`config.mk`:
```
export PLATFORM = sky130hd
export DESIGN_NAME = parking_system
export DESIGN_NICKNAME = d
export VERILOG_FILES = /design/src/rtl/parking_system.sv
export SDC_FILE = /design/constraint.sdc
export NUM_CORES = 1
export LEC_CHECK = 0
export ABC_CLOCK_PERIOD_IN_PS = 2700
export BUFFER_PORTS_ARGS = -buffer_cell sky130_fd_sc_hd__buf_4
export CAP_MARGIN = 0
export CELL_PAD_IN_SITES_DETAIL_PLACEMENT = 1
export CELL_PAD_IN_SITES_GLOBAL_PLACEMENT = 2
export CORE_MARGIN = 2
export CORE_UTILIZATION = 40
export DETAILED_ROUTE_END_ITERATION = 8
export PLACE_DENSITY = 0.83
export REMOVE_ABC_BUFFERS = 1
export SLEW_MARGIN = 0
export SYNTH_ARGS = -nofsm -noshare
export SYNTH_HDL_FRONTEND = slang
export SYNTH_SLANG_ARGS = --single-unit
```
`constraint.sdc`:
```
create_clock -name clk -period 2.7 [get_ports clk]
set_input_delay 0.135 -clock clk [delete_from_list [all_inputs] [get_ports clk]]
set_output_delay 0.135 -clock clk [all_outputs]
set_load 0.05 [all_outputs]
```
`src/rtl/parking_system.sv`:
```
// parking_system: entrance-sensor gate controller with 2-digit password, LEDs and 7-segment status.
// Optional timeout out of WRONG_PASS/STOP back to IDLE when PARKING_TIMEOUT_EN is defined.
module parking_system #(
  parameter int         WAIT_CYCLES = 4,
  parameter logic [1:0] PASS_1      = 2'b01,
  parameter logic [1:0] PASS_2      = 2'b10
`ifdef PARKING_TIMEOUT_EN
  , parameter int       TIMEOUT_CYCLES = 64
`endif
) (
  input  logic       clk,
  input  logic       reset_n,
  input  logic       sensor_entrance,
  input  logic       sensor_exit,
  input  logic [1:0] password_1,
  input  logic [1:0] password_2,
  output logic       GREEN_LED,
  output logic       RED_LED,
  output logic [6:0] HEX_1,
  output logic [6:0] HEX_2
);
  typedef enum logic [2:0] {
    IDLE          = 3'd0,
    WAIT_PASSWORD = 3'd1,
    WRONG_PASS    = 3'd2,
    RIGHT_PASS    = 3'd3,
    STOP          = 3'd4
  } state_t;
  localparam logic [6:0] SEG_E     = 7'b0000110;
  localparam logic [6:0] SEG_N     = 7'b0101011;
  localparam logic [6:0] SEG_6     = 7'b0000010;
  localparam logic [6:0] SEG_0     = 7'b1000000;
  localparam logic [6:0] SEG_S     = 7'b0010010;
  localparam logic [6:0] SEG_P     = 7'b0001100;
  localparam logic [6:0] SEG_BLANK = 7'b1111111;
  state_t      state;
  logic [31:0] cnt;
  logic        blink;
  logic        pass_ok;
  logic        timeout;
  assign pass_ok = (password_1 == PASS_1) && (password_2 == PASS_2);
`ifdef PARKING_TIMEOUT_EN
  logic [31:0] tcnt;
  assign timeout = tcnt >= 32'(TIMEOUT_CYCLES - 1);
  always_ff @(posedge clk or negedge reset_n)
    if (!reset_n) tcnt <= '0;
    else tcnt <= (state == WRONG_PASS || state == STOP) ? tcnt + 32'd1 : '0;
`else
  assign timeout = 1'b0;
`endif
  always_ff @(posedge clk or negedge reset_n) begin
    if (!reset_n) begin
      state     <= IDLE;
      cnt       <= '0;
      blink     <= 1'b0;
      GREEN_LED <= 1'b0;
      RED_LED   <= 1'b0;
      HEX_1     <= SEG_BLANK;
      HEX_2     <= SEG_BLANK;
    end else begin
      blink <= ~blink;
      cnt   <= (state == WAIT_PASSWORD) ? cnt + 32'd1 : '0;
      case (state)
        IDLE:          state <= sensor_entrance ? WAIT_PASSWORD : IDLE;
        WAIT_PASSWORD: state <= (cnt < 32'(WAIT_CYCLES)) ? WAIT_PASSWORD : pass_ok ? RIGHT_PASS : WRONG_PASS;
        WRONG_PASS:    state <= pass_ok ? RIGHT_PASS : timeout ? IDLE : WRONG_PASS;
        RIGHT_PASS:    state <= (sensor_entrance && sensor_exit) ? STOP : sensor_exit ? IDLE : RIGHT_PASS;
        STOP:          state <= pass_ok ? RIGHT_PASS : timeout ? IDLE : STOP;
        default:       state <= IDLE;
      endcase
      // outputs follow the pre-edge state, so they trail it by one cycle
      case (state)
        WAIT_PASSWORD: begin GREEN_LED <= 1'b0;  RED_LED <= 1'b1;  HEX_1 <= SEG_E; HEX_2 <= SEG_N; end
        WRONG_PASS:    begin GREEN_LED <= 1'b0;  RED_LED <= blink; HEX_1 <= SEG_E; HEX_2 <= SEG_E; end
        RIGHT_PASS:    begin GREEN_LED <= blink; RED_LED <= 1'b0;  HEX_1 <= SEG_6; HEX_2 <= SEG_0; end
        STOP:          begin GREEN_LED <= 1'b0;  RED_LED <= blink; HEX_1 <= SEG_S; HEX_2 <= SEG_P; end
        default:       begin GREEN_LED <= 1'b0;  RED_LED <= 1'b0;  HEX_1 <= SEG_BLANK; HEX_2 <= SEG_BLANK; end
      endcase
    end
  end
endmodule

```
==> impl_metrics.yaml, run 1 <==
power_and_ir_drop:
  ir_drop_uv: 413
  seqPwrFrac: 0.396
  intPower_mw: 1.28
  clock_power_share: 0.208
  p_per_area_nw_per_um2: 874
  comb_power_share: 0.395
  netSwitchingPower_uw: 929
  switching_share: 0.421
  leakage_nw: 1.15
worst_hold_path:
  min_to: "state[2]"
  min_from: "sensor_entrance"
  min_path_type: "in2reg"
  holdPathStages: 3
clock_tree:
  cts.path.max_buffers: 2
  numCtsBuffers: 5
  cts_setup_buffers: 0
  cts_tree: "built"
  clk_pin_slew_ns: 0.08
  numClockSinks: 45
  ctsRootBufferMaster: "clkbuf_8"
  cts_max_level: 2
  clock_latency_ns: 0.29
synthesis:
  synthArstFlopShare: 1.00
  synth_area_leaders: "dfrtp_1, dfstp_2, xor2_1"
  postSynthAreaPerCell_um2: 10.0
  syn-instance-count: 224
  ys_seq_area_frac: 0.506
  synth_top_area_share: 0.424
  synth-seq-cells: 45
  synth_most_common_cell: "nor2_1"
  yosys_warnings: 0
  ys_types: 42
  synth_top_area_cell: "dfrtp_1"
  synth-edff-count: 0
  syn_area_um2: 2240
  synth_common_cells: "nor2_1, dfrtp_1, xor2_1, nand2_1, nand3_1"
  synth_ff_type: "dfrtp_1"
placement:
  place_ws_ns: 0.705
  place_congestion: 0.794
  dpl.hpwl_um: 3350
  port_buffers: 22
  placed_cell_area_um2: 2410
worst_setup_path:
  reg2regPathDepth: 5
  rrSetupSlack_ns: 0.68
  cp-end-kind: "flop"
  path_cells: "nand3_1 -> nor3_2 -> nand3_1 -> nor4_2 -> o21bai_1"
  crit_family: "simple AND/OR/NAND/NOR gates"
  slowest_delay_ns: 0.70
  crit_top_cell: "nand3_1"
  critPathKind: "reg2reg"
  start_kind: "flop"
  cp_num_buf_inv: 0
  worstReg2RegEnd: "cnt[31]"
  path_max_fanout: 12
  crit_path_top_delay_cell: "nor3_2"
  r2r-start: "cnt[5]"
  cp_data_arrival_time_ns: 2.24
  required_ns: 2.92
finish:
  area_delta_synth_final_pct: 12.6
  fillCellCount: 637
  insertedDiodeCount: 0
  final-seq-area_um2: 1130
  nNetsFinal: 249
  fin_area_um2: 2520
  layout-drive-gt1-share: 0.212
  multi_input_area_um2: 988
drt:
  via_per_inst: 5.19
  drt-initial-drc-count: 50
  route.detailed.drc: 0
  finalWirelength_um: 4710
  drt-pass1-iter-count: 4
  ant_nets: 0
  via_count: 1625
  wire_per_inst_um: 15.0
sta:
  worstMarginPinSlew_ns: 0.775
  finalSetupViolations: 0
  hold_ws_ns: 0.0918
  rsz0062_at_grt: "no"
  period_needed_ns: 2.02
  fin_ws_ns: 0.681
  drv_slew: 0
  tns_ns: 0
  fmax_ghz: 0.495
  final_hold_viol_count: 0
  skew_ns: 0.00515
  slew_headroom: 0.480
  post-route-period-util: 0.748
floorplanning:
  ios: 24
  fp-row-count: 27
  core_um2: 5470
  initial_core_util: 0.410
  die_height_um: 78.9
  fp.dieW_um: 78.9
  die_area_um2: 6220
global_routing:
  antenna_found_initial: 0
  grt_pass1_vias: 1653
  grt_pass1_wl_um: 8230
  grt_max_degree: 46
  grt_util_all_layers: 0.168
  overflow: 0
outcome:
  status: "finished clean"
flow_run:
  max-cap-violations: 0
[cell families (layout without fill, tap and decap cells)]
kind of cell | count (synthesis) | in the layout | synth area share
and+or+nand+nor | 114 | 114 | 0.279
DFF | 45 | 45 | 0.506
xor gates and xnor gates | 30 | 30 | 0.117
buffers and inverters | 21 | 38 | 0.0530
AOI/OAI and AO/OA | 11 | 11 | 0.0329
adders and majority gates | 1 | 1 | 0.00558
other | 1 | 1 | 0.00167
muxes | 1 | 1 | 0.00446
[power groups by stage]
stage                     sequential (mW)  clock (mW)  combinational [mW]
after floorplan                      1.20           0               0.263
after global routing                0.890       0.500               0.944
after detailed placement            0.888           0               0.882
after global placement              0.885           0               0.871
final                               0.875       0.459               0.872
after CTS                           0.875       0.475               0.886
[worst min-delay path: cells and delay by family]
kind,cells,cell delay [ns]
AND/OR/NAND/NOR,1,0.05
buffers and inverters,1,0.11
AO/OA/AOI/OAI,1,0.05
[registers in the layout (all words and copies together), names as in the netlist]
register	flops
cnt	32
HEX_2	6
state	3
GREEN_LED	1
HEX_1	1
RED_LED	1
blink	1
[worst max-delay path by stage]
stage	from	end	slack [ns]	cells after the start
floorplan	state[0]	state[1]	0.76	5
global placement	cnt[5]	cnt[31]	0.77	5
CTS	cnt[5]	cnt[31]	0.68	5
finish	cnt[5]	cnt[31]	0.68	5
detailed placement	cnt[5]	cnt[31]	0.70	5
global route	cnt[5]	cnt[31]	0.51	5
[layer usage]
metal  vias up  global-route usage  wire (um)
met3         4              0.0250        101
li1        787                   -          -
met4         0              0.0569         44
met5         -                   0          0
met2        18               0.256       2160
met1       816               0.247       2400
[stage by stage]
stage / util / total power, mW / cells
6_report: 0.461 / 2.21 / 313
5_1_grt: 0.461 / 2.33 / 313
4_1_cts: 0.461 / 2.24 / 313
3_5_place_dp: 0.441 / 1.77 / 304
3_3_place_gp: 0.441 / 1.76 / 304
2_1_floorplan: - / 1.47 / 208
[area by class of cell]
class | count | area share
Multi-Input combinational cell | 158 | 0.392
Clock buffer | 7 | 0.0382
Clock inverter | 1 | 0.00198
Timing Repair Buffer | 25 | 0.0754
Inverter | 5 | 0.00744
Tap cell | 72 | 0.0357
Sequential cell | 45 | 0.450
[what timing repair did]
| action | in CTS | in global routing |
|---|---|---|
| hold buffers | 1 | 0 |
| hold endpoints to repair | 38 | 0 |
| gates resized for setup | 0 | 0 |
[layout by cell type (no fill, tap or decap), types with 2 or more instances in the layout]
master,netlist,layout
a21oi_1,2,2
and2_1,2,2
and3_1,8,8
and4_1,2,2
buf_4,9,24
clkbuf_8,0,7
dfrtp_1,38,38
dfstp_2,7,7
inv_1,3,3
inv_2,2,2
nand2_1,13,13
nand3_1,12,12
nand4_1,11,11
nand4_2,2,2
nand4b_1,2,2
nor2_1,40,40
nor3_1,3,3
nor4_1,7,7
nor4_2,2,2
o21ai_0,2,2
or2_2,2,2
xnor2_1,9,9
xor2_1,21,21
No activity file was read; power rests on OpenSTA's default activity.
==> run 2: changes to the inputs <==
- ABC_AREA: not set -> 1
- ABC_CLOCK_PERIOD_IN_PS: 2700 -> 2009
- CORE_UTILIZATION: 40 -> 33
- PLACE_DENSITY: 0.83 -> 0.77
- clock period: 2.7 -> 2.01 ns (I/O delays scaled with it)
==> run 2 against run 1 <==
Against the previous run: utilization fell by 6.7 points; global-route usage rose by 0.66 points; final cell count rose by 52%; first-iteration DRC count is 60% higher; hold slack worse by 0.024 ns; count of clock-buffer cells in the layout shrank 2; routed wire length grew 40%; power grew 40%; via count grew 35%; maximum frequency up 33%; die area up 33%; largest cell class is now multi-input combinational cells.
==> impl_metrics.yaml, run 2 <==
outcome:
  status: "finished clean"
worst_setup_path:
  slowest_delay_ns: 0.40
  crit_path_top_delay_cell: "dfrtp_1"
  start_kind: "flop"
  path_max_fanout: 5
  critPathKind: "reg2reg"
  cp_data_arrival_time_ns: 1.72
  crit_top_cell: "nor2_1"
  cp-end-kind: "flop"
  required_ns: 2.21
  crit_family: "simple AND/OR/NAND/NOR gates"
  cp_num_buf_inv: 1
  r2r-start: "cnt[0]"
  reg2regPathDepth: 8
  worstReg2RegEnd: "cnt[28]"
  path_cells: "ha_1 -> nand2_2 -> nor2_2 -> inv_1 -> nor2_1 -> nand3_1 -> nand2_1 -> nor2_1"
  rrSetupSlack_ns: 0.49
global_routing:
  grt_pass1_vias: 2343
  antenna_found_initial: 0
  overflow: 0
  grt_pass1_wl_um: 11600
  grt_max_degree: 46
  grt_util_all_layers: 0.175
synthesis:
  postSynthAreaPerCell_um2: 7.07
  synth-seq-cells: 45
  synthArstFlopShare: 1.00
  ys_seq_area_frac: 0.454
  synth_common_cells: "nand2_1, nor2_1, dfrtp_1, inv_1, nand3_1"
  synth_ff_type: "dfrtp_1"
  ys_types: 24
  synth-edff-count: 0
  synth_most_common_cell: "nand2_1"
  synth_top_area_share: 0.380
  syn_area_um2: 2500
  synth_area_leaders: "dfrtp_1, nand2_1, nor2_1"
  synth_top_area_cell: "dfrtp_1"
  syn-instance-count: 354
  yosys_warnings: 0
clock_tree:
  post_cts_resized: 0
  clock_latency_ns: 0.30
  ctsRootBufferMaster: "clkbuf_8"
  cts_tree: "built"
  cts_setup_buffers: 0
  cts.path.max_buffers: 2
  numClockSinks: 45
  numCtsBuffers: 5
  clk_pin_slew_ns: 0.10
  cts_max_level: 2
sta:
  rsz0062_at_grt: "no"
  slew_headroom: 0.603
  fin_ws_ns: 0.490
  worstMarginPinSlew_ns: 0.595
  finalSetupViolations: 0
  final_hold_viol_count: 0
  post-route-period-util: 0.756
  drv_slew: 0
  tns_ns: 0
  period_needed_ns: 1.52
  fmax_ghz: 0.658
  skew_ns: 0.00899
drt:
  drt-pass1-iter-count: 4
  finalWirelength_um: 6600
  via_per_inst: 4.60
  route.detailed.drc: 0
  ant_nets: 0
  via_count: 2193
  wire_per_inst_um: 13.8
  drt-initial-drc-count: 80
placement:
  dpl.hpwl_um: 5150
  place_ws_ns: 0.479
  place_congestion: 0.779
  port_buffers: 22
  place_inst: 468
worst_hold_path:
  min_path_type: "in2reg"
  holdPathStages: 3
  min_from: "sensor_entrance"
  min_to: "state[2]"
finish:
  reg_top3: "cnt x32, HEX_2 x6, state x3"
  layout_commonest_cell: "nand2_1"
  layout_common_cells: "nand2_1, nor2_1, dfrtp_1, inv_1, buf_4"
  largest_register_ffs: 32
  fillCellCount: 964
  nNetsFinal: 386
  layout.cells.non_filler: 477
  area_delta_synth_final_pct: 15.0
  largest-register: "cnt"
  layout-drive-gt1-share: 0.148
  insertedDiodeCount: 0
power_and_ir_drop:
  ir_drop_uv: 798
  leakage_nw: 1.27
  p_per_area_nw_per_um2: 1080
floorplanning:
  ios: 24
  die_height_um: 91.1
  initial_core_util: 0.343
  core_um2: 7290
  fp.dieW_um: 91.1
  die_area_um2: 8290
  fp-row-count: 31
flow_run:
  max-cap-violations: 0
==> run 2: changes by cell type in the layout (fill, tap and decap cells not counted), sizes merged, moves of 6 or more <==
cell,change
nand2,+97
nor2,+51
inv,+31
xor2,-20
nand4,-12
a21oi,+11
nand3,+11
o21ai,+10
nor4,-9
and3,-8
xnor2,-6
==> run 2: repair_timing <==
action,4_1_cts,5_1_grt
hold buffers,1,0
endpoints found under the setup margin,0,0
endpoints found under the hold margin,38,0
==> run 2: area by class of cell <==
class	count	area (um2)	share of cell area
inverters	35	131	0.0457
well taps	99	124	0.0431
flip-flops and latches	45	1130	0.395
clock inverters	3	50.0	0.0174
clock buffers	5	68.8	0.0239
repair buffers	26	198	0.0688
multi-input cells	264	1170	0.406
==> run 2: power by group <==
group / switching, mW / internal [mW] / leakage (nW) / total (mW)
registers: 0.0790 / 1.07 / 0.592 / 1.15
logic: 0.875 / 0.336 / 0.615 / 1.21
clock network: 0.355 / 0.382 / 0.0603 / 0.737
total: 1.31 / 1.79 / 1.27 / 3.10
==> run 2: logic make-up after synthesis <==
| logic type | Yosys count | synth area share |
|---|---|---|
| and+or+nand+nor | 230 | 0.387 |
| buffers and inverters | 45 | 0.0790 |
| DFF | 45 | 0.454 |
| AOI/OAI and AO/OA | 28 | 0.0600 |
| xor gates and xnor gates | 4 | 0.0140 |
| adders and majority gates | 1 | 0.00500 |
| other | 1 | 0.00150 |
==> run 2: per-layer routing <==
layer,track usage,vias to the layer above,wire length [um]
met2,0.304,21,3240
met4,0.0303,0,22
met3,0.0324,2,130
met1,0.230,1043,3210
li1,-,1127,-
met5,0,-,0
==> run 2: how the worst max path moves through the flow <==
| stage | from | endpoint | cells past startpoint |
|---|---|---|---|
| CTS | cnt[0] | cnt[28] | 9 |
| floorplan | state[2] | state[0] | 7 |
| global placement | cnt[0] | cnt[28] | 8 |
| global route | cnt[0] | cnt[28] | 9 |
| finish | cnt[0] | cnt[28] | 8 |
| detailed placement | cnt[0] | cnt[28] | 8 |
==> run 2: tightest hold or removal path, cell delays in order <==
cell and delay [ns]:
buf_4 0.08, nand3_1 0.07, o21ai_0 0.08
==> run 2: stage by stage <==
step                       util  power [mW]  hold slack, ns  cell area [um2]
after floorplan               -        1.96          -0.195             2430
after CTS                 0.394        3.15          0.0624             2880
after detailed placement  0.377        2.40           0.160             2750
after global routing      0.394        3.30          0.0530             2880
final                     0.394        3.10          0.0678             2880
after global placement    0.377        2.39           0.151             2750
==> run 3: changes to the inputs <==
- ABC_CLOCK_PERIOD_IN_PS: 2009 -> 1500
- clock period: 2.01 -> 1.5 ns (I/O delays scaled with it)
==> run 3 against run 2 <==
Against the previous run: critical path depth did not move; non-clock buffer count rose by 17; register-to-register slack got worse by 0.40 ns; via count grew 4.5%; global-route usage down 0.16 points; combinational power is 40% higher; critical endpoint is now cnt[30]; largest power group unchanged; highest routed layer unchanged.
==> impl_metrics.yaml, run 3 (same netlist as run 2, synthesis figures left out) <==
outcome:
  status: "finished clean"
clock_tree:
  ctsRootBufferMaster: "clkbuf_8"
  cts_tree: "built"
  numClockSinks: 45
  clock_latency_ns: 0.30
  cts.path.max_buffers: 2
  numCtsBuffers: 5
  clk_pin_slew_ns: 0.10
  cts_max_level: 2
drt:
  drt-initial-drc-count: 36
  finalWirelength_um: 7030
  route.detailed.drc: 0
  via_per_inst: 4.64
  route.met2.wl_um: 3550
  via_count: 2292
  wire_per_inst_um: 14.2
  drt-pass1-iter-count: 4
  top_layer: "met4"
  ant_nets: 0
  wl_met3_um: 153
  met1_length_um: 3300
global_routing:
  antenna_found_initial: 0
  grt_util_all_layers: 0.173
  grt_pass1_vias: 2286
  grt_pass1_wl_um: 11400
  overflow: 0
  grt_max_degree: 46
floorplanning:
  die_area_um2: 8290
  initial_core_util: 0.343
  fp-row-count: 31
  core_um2: 7290
  die_height_um: 91.1
  ios: 24
  fp.dieW_um: 91.1
placement:
  port_buffers: 22
  place_congestion: 0.797
  place_ws_ns: 0.0306
  dpl.hpwl_um: 5330
  placed_cell_area_um2: 2810
sta:
  fmax_ghz: 0.709
  finalSetupViolations: 0
  worstMarginPinSlew_ns: 0.614
  rsz0062_at_grt: "yes"
  drv_slew: 0
  slew_headroom: 0.591
  period_needed_ns: 1.41
  tns_ns: 0
  final_hold_viol_count: 0
  post-route-period-util: 0.941
  fin_ws_ns: 0.0887
  skew_ns: 0.00774
finish:
  fin_area_um2: 3060
  insertedDiodeCount: 0
  layout-drive-gt1-share: 0.235
  area_delta_synth_final_pct: 22.4
  reg_top3: "cnt x32, HEX_2 x6, state x3"
  layout_commonest_cell: "nand2_1"
  layout_common_cells: "nand2_1, nor2_1, buf_4, dfrtp_1, inv_1"
  nNetsFinal: 403
  largest_register_ffs: 32
  largest-register: "cnt"
power_and_ir_drop:
  p_per_area_nw_per_um2: 1330
  finalPower_mw: 4.08
  ir_drop_uv: 992
  leakage_nw: 1.36
worst_setup_path:
  cp_data_arrival_time_ns: 1.60
  required_ns: 1.69
  path_max_fanout: 7
  cp-end-kind: "flop"
  critPathKind: "reg2reg"
  start_kind: "flop"
worst_hold_path:
  min_path_type: "in2reg"
flow_run:
  max-cap-violations: 0
==> run 3: cell count changes in the layout (fill, tap and decap cells not counted), sizes merged <==
| cell | change |
|---|---|
| buf | +17 |
| bufinv | -1 |
| clkbuf | +1 |
==> run 3: cell type report <==
cell class | count | area [um2]
well taps | 99 | 124
flip-flops and latches | 45 | 1140
inverters | 35 | 134
clock buffers | 6 | 82.6
fillers | 961 | 4230
clock inverters | 2 | 17.5
multi-input cells | 264 | 1240
repair buffers | 43 | 329
==> run 3: worst max-delay path: stages (launching register included) <==
cell and delay [ns]:
dfrtp_1 0.43, ha_4 0.16, nand2_2 0.08, nor2_4 0.10
nand2_2 0.09, nor2_4 0.22, nand3_1 0.11, nand2_1 0.08
nor2_1 0.04
==> run 3: report_power, final <==
part           switching [mW]  internal [mW]  total, mW  leakage [nW]
Clock                   0.467          0.384      0.851        0.0518
Combinational            1.20          0.488       1.69         0.718
Sequential              0.110           1.43       1.54         0.587
==> run 3: repair_timing <==
item	CTS	global route
hold endpoints to repair	38	0
setup buffers	0	9
hold buffers	1	0
setup endpoints to repair	0	19
gates resized for setup	0	26
==> run 3: final timing paths <==
check,from,endpoint,slack [ns],depth (start not counted)
worst max register to register,cnt[1],cnt[30],0.09,8
worst max-delay path,cnt[1],cnt[30],0.09,8
worst min register to register,blink,blink,0.44,1
worst min-delay path,sensor_entrance,state[2],0.03,3
min in group asynchronous,reset_n,cnt[20],0.32,2
max in group asynchronous,reset_n,cnt[9],0.73,2
==> run 3: routing by layer <==
layer | up-vias | track usage
li1 | 1168 | -
met1 | 1099 | 0.224
met2 | 23 | 0.306
met3 | 2 | 0.0340
met4 | 0 | 0.0265
met5 | - | 0
==> run 3: metrics by stage <==
stage	util	instances	hold slack (ns)
floorplan	-	344	-0.221
global placement	0.385	476	0.127
detailed placement	0.385	476	0.133
CTS	0.400	485	0.0157
global route	0.420	494	0.0292
finish	0.420	494	0.0252
